File: config.mk
export PLATFORM = sky130hd
export DESIGN_NAME = ws2812_frame_sequencer
export DESIGN_NICKNAME = d
export VERILOG_FILES = /design/src/rtl/ws2812_frame_sequencer.sv
export SDC_FILE = /design/constraint.sdc
export NUM_CORES = 1
export LEC_CHECK = 0
export ABC_AREA = 1
export CORE_ASPECT_RATIO = 0.7
export CORE_UTILIZATION = 25
export CTS_CLUSTER_DIAMETER = 200
export DETAILED_ROUTE_END_ITERATION = 6
export HOLD_SLACK_MARGIN = 0.15
export PLACE_DENSITY_LB_ADDON = 0.08
export SYNTH_ARGS = -nofsm -noshare
export SYNTH_HDL_FRONTEND = slang
export SYNTH_SLANG_ARGS = --single-unit
File: constraint.sdc
create_clock -name clk -period 2.3 [get_ports clk]
set_clock_uncertainty 0.2 [all_clocks]
set_input_delay 0.23 -clock clk [delete_from_list [all_inputs] [get_ports clk]]
set_output_delay 0.23 -clock clk [all_outputs]
set_load 0.02 [all_outputs]
File: src/rtl/ws2812_frame_sequencer.sv
// Frame loop controller for a WS2812B chain: pattern generation, serial transmit,
// latch gap, rotation advance, with a per-phase watchdog on the two done handshakes.
module ws2812_frame_sequencer #(
  parameter int NUM_LEDS       = 60,
  parameter int ROT_W          = 8,
  parameter int LATCH_CYCLES   = 30000,
  parameter int ROT_DIV        = 4,
  parameter int TIMEOUT_CYCLES = 2000000
) (
  input  logic             clk,
  input  logic             reset,
  input  logic             enable,
  input  logic             genDone,
  input  logic             txDone,
  output logic             genStart,
  output logic             txStart,
  output logic [ROT_W-1:0] rotation,
  output logic             frameDone,
  output logic             busy,
  output logic             timeoutErr
);

  localparam int MAX_CNT = (TIMEOUT_CYCLES > LATCH_CYCLES) ? TIMEOUT_CYCLES : LATCH_CYCLES;
  localparam int CNT_W   = $clog2(MAX_CNT + 1);
  localparam int FRM_W   = (ROT_DIV > 1) ? $clog2(ROT_DIV) : 1;

  localparam logic [CNT_W-1:0] TIMEOUT_LAST = CNT_W'(TIMEOUT_CYCLES - 1);
  localparam logic [CNT_W-1:0] LATCH_LAST   = CNT_W'(LATCH_CYCLES - 1);
  localparam logic [FRM_W-1:0] FRM_LAST     = FRM_W'(ROT_DIV - 1);
  localparam logic [ROT_W-1:0] ROT_LAST     = ROT_W'(NUM_LEDS - 1);
  // A one-cycle latch gap must raise frameDone on the very cycle LATCH is entered.
  localparam logic             FD_ON_ENTRY  = (LATCH_CYCLES == 1);

  typedef enum logic [2:0] {
    S_IDLE,
    S_GEN,
    S_SEND,
    S_LATCH,
    S_ADV
  } state_t;

  state_t           r_state;
  logic [CNT_W-1:0] r_cnt;
  logic [FRM_W-1:0] r_frame_cnt;
  logic [ROT_W-1:0] r_rotation;
  logic             r_gen_start;
  logic             r_tx_start;
  logic             r_frame_done;
  logic             r_busy;
  logic             r_timeout_err;
  logic [CNT_W-1:0] w_cnt_inc;

  assign w_cnt_inc = r_cnt + CNT_W'(1);

  // NOTE: every register here is written with <= so all of them update from the
  // same pre-edge values; a blocking = would leak new values into later statements.
  always_ff @(posedge clk or posedge reset) begin
    if (reset) begin
      r_state       <= S_IDLE;
      r_cnt         <= '0;
      r_frame_cnt   <= '0;
      r_rotation    <= '0;
      r_gen_start   <= 1'b0;
      r_tx_start    <= 1'b0;
      r_frame_done  <= 1'b0;
      r_busy        <= 1'b0;
      r_timeout_err <= 1'b0;
    end else begin
      // NOTE: pulse outputs default low each cycle; the branches below raise them
      // for exactly one cycle, so no path leaves a pulse stuck high.
      r_gen_start  <= 1'b0;
      r_tx_start   <= 1'b0;
      r_frame_done <= 1'b0;

      case (r_state)
        S_IDLE: begin
          if (enable) begin
            r_state     <= S_GEN;
            r_gen_start <= 1'b1;
            r_cnt       <= '0;
            r_busy      <= 1'b1;
          end
        end

        // The done input is ignored while our own start pulse is still on the wire.
        S_GEN: begin
          if (!r_gen_start && genDone) begin
            r_state    <= S_SEND;
            r_tx_start <= 1'b1;
            r_cnt      <= '0;
          end else if (r_cnt == TIMEOUT_LAST) begin
            r_state       <= S_LATCH;
            r_timeout_err <= 1'b1;
            r_cnt         <= '0;
            r_frame_done  <= FD_ON_ENTRY;
          end else begin
            r_cnt <= w_cnt_inc;
          end
        end

        S_SEND: begin
          if (!r_tx_start && txDone) begin
            r_state      <= S_LATCH;
            r_cnt        <= '0;
            r_frame_done <= FD_ON_ENTRY;
          end else if (r_cnt == TIMEOUT_LAST) begin
            r_state       <= S_LATCH;
            r_timeout_err <= 1'b1;
            r_cnt         <= '0;
            r_frame_done  <= FD_ON_ENTRY;
          end else begin
            r_cnt <= w_cnt_inc;
          end
        end

        S_LATCH: begin
          if (r_cnt == LATCH_LAST) begin
            r_state <= S_ADV;
          end else begin
            r_cnt        <= w_cnt_inc;
            r_frame_done <= (w_cnt_inc == LATCH_LAST);
          end
        end

        S_ADV: begin
          if (r_frame_cnt == FRM_LAST) begin
            r_frame_cnt <= '0;
            r_rotation  <= (r_rotation == ROT_LAST) ? '0 : r_rotation + ROT_W'(1);
          end else begin
            r_frame_cnt <= r_frame_cnt + FRM_W'(1);
          end
          if (enable) begin
            r_state     <= S_GEN;
            r_gen_start <= 1'b1;
            r_cnt       <= '0;
          end else begin
            r_state <= S_IDLE;
            r_busy  <= 1'b0;
          end
        end

        default: begin
          r_state <= S_IDLE;
          r_busy  <= 1'b0;
        end
      endcase
    end
  end

  assign genStart   = r_gen_start;
  assign txStart    = r_tx_start;
  assign rotation   = r_rotation;
  assign frameDone  = r_frame_done;
  assign busy       = r_busy;
  assign timeoutErr = r_timeout_err;

endmodule

== Word-level counts from Yosys, hierarchy flattened ==
Index checks and enable logic that the tools add are counted.

* Flip-flop bits (word level): 39
* Bits of input ports: 5
* Word-level logic and storage cells: 71

* Muxes and demuxes: 28
* Equality and inequality tests: 16
* Bitwise gates (word level): 1
* Reductions and logical operators: 14
* $add $sub $neg: 3

{| class="wikitable"
|+ Operator list
! cell !! count
|-
| $mux W21 || 5
|-
| $pmux W21 S4 || 1
|-
| $eq A21 B15 Y1 const B || 2
|-
| $add A21 B1 Y21 const B || 1
|-
| $eq A21 B21 Y1 const B || 1
|-
| $mux W3 || 5
|-
| $pmux W3 S5 || 1
|-
| $mux W1 || 12
|-
| $ne A2 B2 Y1 const B || 6
|-
| $reduce_and A3 Y1 || 3
|-
| $add A8 B1 Y8 const B || 1
|-
| $eq A8 B6 Y1 const B || 1
|-
| $mux W8 || 1
|-
| $eq A3 B2 Y1 const B || 2
|-
| $reduce_and A2 Y1 || 2
|-
| $reduce_bool A4 Y1 || 1
|-
| $eq A3 B1 Y1 const B || 1
|-
| $eq A3 B3 Y1 const B || 1
|-
| $logic_not A3 Y1 || 1
|-
| $pmux W1 S3 || 1
|-
| $reduce_or A3 Y1 || 1
|-
| $add A2 B1 Y2 const B || 1
|-
| $eq A2 B2 Y1 const B || 1
|-
| $logic_and A1 B1 Y1 || 2
|-
| 7 further kinds || 8
|}

== Logic depth before layout (Yosys ltp) ==
* Depth after elaboration: 4
* Mapped depth: 12
* Mapped depth without buffers: 12

== Least setup slack after synthesis ==
No wires, ideal clock.

* Path kind: register to register
* Start point: register r_cnt[1]
* End point: register r_cnt[8]
* Data required time: 1.973 ns
* Stages on the path, launching flop included: 12
* Path slack: 0.435 ns
* Arrival: 1.539 ns
* Cells stage by stage: dfrtp_1 > ha_1 > nand2_2 > inv_2 > nand2_1 > nor3_1 > nand3_1 > nand2_2 > inv_2 > nand2_4 > buf_12 > o21ai_2

* Longest elaborated chain between the ends: 4
* Elaborated cells on any way between the ends: 10

{| class="wikitable"
|+ RTL lines
! element !! RTL line !! text
|-
| start: declaration || 43 || <nowiki>logic [CNT_W-1:0] r_cnt;</nowiki>
|-
| start signal: assignment || 97 || <nowiki>r_cnt <= w_cnt_inc;</nowiki>
|-
| start signal: assignment || 112 || <nowiki>r_cnt <= w_cnt_inc;</nowiki>
|-
| start signal: assignment || 120 || <nowiki>r_cnt <= w_cnt_inc;</nowiki>
|-
| $add A21 B1 Y21 or $eq A21 B21 Y1 (tied branches) || 53, 91, 106 ||
|-
| $mux W21 || 91, 106 ||
|-
| $mux W21 (on tied branches) || 102, 87 ||
|-
| $pmux W21 S4 || 75 || <nowiki>case (r_state)</nowiki>
|}

Parallel ways exist; a longest one is shown, timed or not. The select of a mux whose other input is x is not followed.
A chain may end at the register's enable or synchronous reset.

== Final worst setup path ==
* Start point: register r_cnt[0]
* End point: register r_cnt[0]

Same word-level chain as after synthesis.

==> summary.md <==
| Metric | Value |
|---|---|
| Status | `finished clean` |
| Vias in the first global route | `2189` |
| Hold WC Path Type | `flop to flop` |
| Critical-path maximum fanout | `22` |
| Top FF cell, synth | `dfrtp_1` |
| Longest Clk Path Bufs | `2` |
| Dpl cells | `511` |
| Most common cell in the synthesized netlist | `nand2_1` |
| Clk pwr share | `56.0%` |
| Pint | `1.32 mW` |
| MaxCap Viol Count | `0` |
| P_sw | `305 uW` |
| Commonest cells in the netlist | `nand2_1 (117), nor2_1 (56), inv_1 (40)` |
| Layout cell share with drive strength beyond 1 | `11.4%` |
| Leak pwr | `1.35 nW` |
| Cell count after synthesis | `363` |
| Worst-Margin Slew | `0.642 ns` |
| First-pass GRT wire length | `11.5 mm` |
| Sequential share of power | `42.2%` |
| Wire length per cell | `13.1 microns` |
| Synthesized Nets | `372` |
| Vias | `2329` |
| Initial DRC Count | `191` |
| Worst Path Arrival | `2.09 ns` |
| Final setup fails | `0` |
| PortBufs | `17` |
| Dpl cell area | `2870 sq um` |
| Pin count of the biggest net entering global routing | `25` |
| Hold Fails Final Rpt | `0` |
| Clock-pin slew on the worst setup and hold paths | `0.06 ns` |
| Clk root buf | `clkbuf_16` |
| # diodes | `0` |
| Netlist cell types | `32` |
| Drt first pass iters | `4` |
| Routed vias/inst | `4.46` |
| Type of origin of the critical path | `flop` |
| Final GP Congestion | `0.868` |
| Synth Register Bits | `39` |
| Layout Nets | `402` |
| Synth area leader | `dfrtp_1` |
| # IOs | `18` |
| Worst slew margin | `56.9%` |
| Core Area | `9720 sq um` |
| Initial antenna violation count | `0` |
| H-tree depth | `2` |
| Synth Cell Area | `2500 sq um` |
| Cell area after layout | `3090 sq um` |
| Die footprint | `10400 sq um` |
| Critical path class | `flop to flop` |
| EDFF count, synth | `0` |
| Syn Area/Cell | `6.90 sq um` |
| Synth area leaders | `dfrtp_1 (39%), nand2_1 (18%), nor2_1 (8.4%)` |
| Detail Placement HPWL | `5.21 mm` |
| Core Rows | `30` |
| Worst skew pair latency | `0.29 ns` |
| PwrDens | `526 nW/um^2` |
| Final Power | `1.62 mW` |
| Req. time, crit path | `2.32 ns` |
| Final min period | `2.07 ns` |
| Worst setup EP type | `flop` |
| Yosys warning count | `0` |
| Fin cells | `522` |
| Post-synthesis async set-or-reset flop share | `100%` |
| FMAX | `483 MHz` |
| Detail Route Antenna Nets | `0` |
| Die Height | `85.7 microns` |
| Area growth, synth to finish | `23.4%` |
| CTS tree | `done` |
| CTS Buf Count | `5` |
| RSZ-0062 raised after global routing | `false` |
| Starting density of the core | `25.8%` |
| Grt total ovfl | `0` |
| TNS Setup | `0 ns` |
| Final period util | `89.9%` |
| Post-synth top area share | `39.0%` |
| Worst vdd ir | `0.000227 V` |
| Die Wd | `122 microns` |
| Seq/Total Area, Yosys | `39.0%` |
| CTS sink cnt | `39` |
| Final hold slack | `0.265 ns` |
| Combinational power share | `1.8%` |
| Switching Fraction | `18.8%` |
| Final wirelength | `6.85 mm` |
| Max Slew Vio Count | `0` |
| GRT Resource Usage Total | `14.5%` |
| Residual DRC | `0` |
layout make-up:
type / count / area [sq um]
Sequential cell: 39 / 976
Tap cell: 128 / 160
Fill cell: 1070 / 6630
Clock buffer: 6 / 129
Multi-Input combinational cell: 276 / 1330
Inverter: 43 / 161
Timing Repair Buffer: 28 / 280
Clock inverter: 2 / 60.1
cells by family (layout without fill, tap and decap cells):
family,count (synthesis),after routing,share of synthesized area (%)
multiplexers,1,1,0.450
adder cells (fa/ha/maj),5,5,2.40
AO/OA/AOI/OAI,36,36,9.34
buffers and inverters,48,79,8.14
XOR/XNOR,5,5,1.75
AND/OR/NAND/NOR,229,229,39.0
flip-flops,39,39,39.0
registers in the layout, indices dropped and copies added (netlist names):
| name | cells |
|---|---|
| rotation | 8 |
| genStart | 1 |
| r_state | 3 |
| r_frame_cnt | 2 |
| timeoutErr | 1 |
| busy | 1 |
| txStart | 1 |
| r_cnt | 21 |
| frameDone | 1 |
worst max-delay path, stage by stage (launching register included):
cell and delay, ns:
dfrtp_1 0.39, ha_1 0.23, nand2_2 0.11, inv_2 0.09, nand2_1 0.09, nor3_1 0.22
nand3_1 0.12, nand2_2 0.09, buf_4 0.27, nor2_1 0.08, a21oi_2 0.10
layer usage:
layer | global-route usage (%) | share of wire (%)
met1 | 23.2 | 57
met2 | 18.8 | 36
met3 | 3.32 | 5.6
met4 | 3.82 | 0.82
met5 | 0 | 0
stage by stage:
stage / worst slack (ns) / utilization, %
after floorplan: 0.435 / -
after global placement: 0.143 / 29.5
after detailed placement: 0.102 / 29.5
after CTS: 0.0779 / 31.5
after global routing: 0.0299 / 31.8
final: 0.231 / 31.8
power groups by stage:
stage / Clock, mW / Sequential [mW] / Combinational (mW)
2_1_floorplan: 0 / 0.699 / 0.0127
3_3_place_gp: 0 / 0.699 / 0.0309
3_5_place_dp: 0 / 0.699 / 0.0305
4_1_cts: 0.934 / 0.686 / 0.0319
5_1_grt: 0.959 / 0.686 / 0.0345
6_report: 0.909 / 0.686 / 0.0296
what timing repair did:
action	4_1_cts	5_1_grt
hold buffers	1	0
setup endpoints to repair	0	9
buffers inserted	0	2
hold endpoints to repair	15	0
gates resized for setup	0	0
placed cells by master (no fill, tap or decap), drive strengths merged, types with 2 or more instances in the layout:
cell	Yosys	routed
nand2	122	122
nor2	62	62
inv	43	42
dfrtp	39	39
nand3	27	27
o21ai	21	21
clkdlybuf4s50	0	17
buf	3	10
a21oi	8	8
nor3	8	8
nand4	7	7
clkbuf	2	6
xor2	4	4
ha	4	4
o21bai	3	3
nor4	2	2
bufinv	0	2
worst paths after layout:
check | from | endpoint | slack [ns] | cells after the start
setup / recovery | r_cnt[0]$_DFFE_PP0P_ | r_cnt[0]$_DFFE_PP0P_ | 0.23 | 10
hold / removal | timeoutErr$_DFFE_PP0P_ | timeoutErr$_DFFE_PP0P_ | 0.27 | 1
setup reg to reg | r_cnt[0]$_DFFE_PP0P_ | r_cnt[0]$_DFFE_PP0P_ | 0.23 | 10
hold reg to reg | timeoutErr$_DFFE_PP0P_ | timeoutErr$_DFFE_PP0P_ | 0.27 | 1
max in group asynchronous | reset | r_cnt[12]$_DFFE_PP0P_ | 0.79 | 4
min in group asynchronous | reset | busy$_DFFE_PP0P_ | 0.61 | 3
Power figures use the tool's default switching activity.
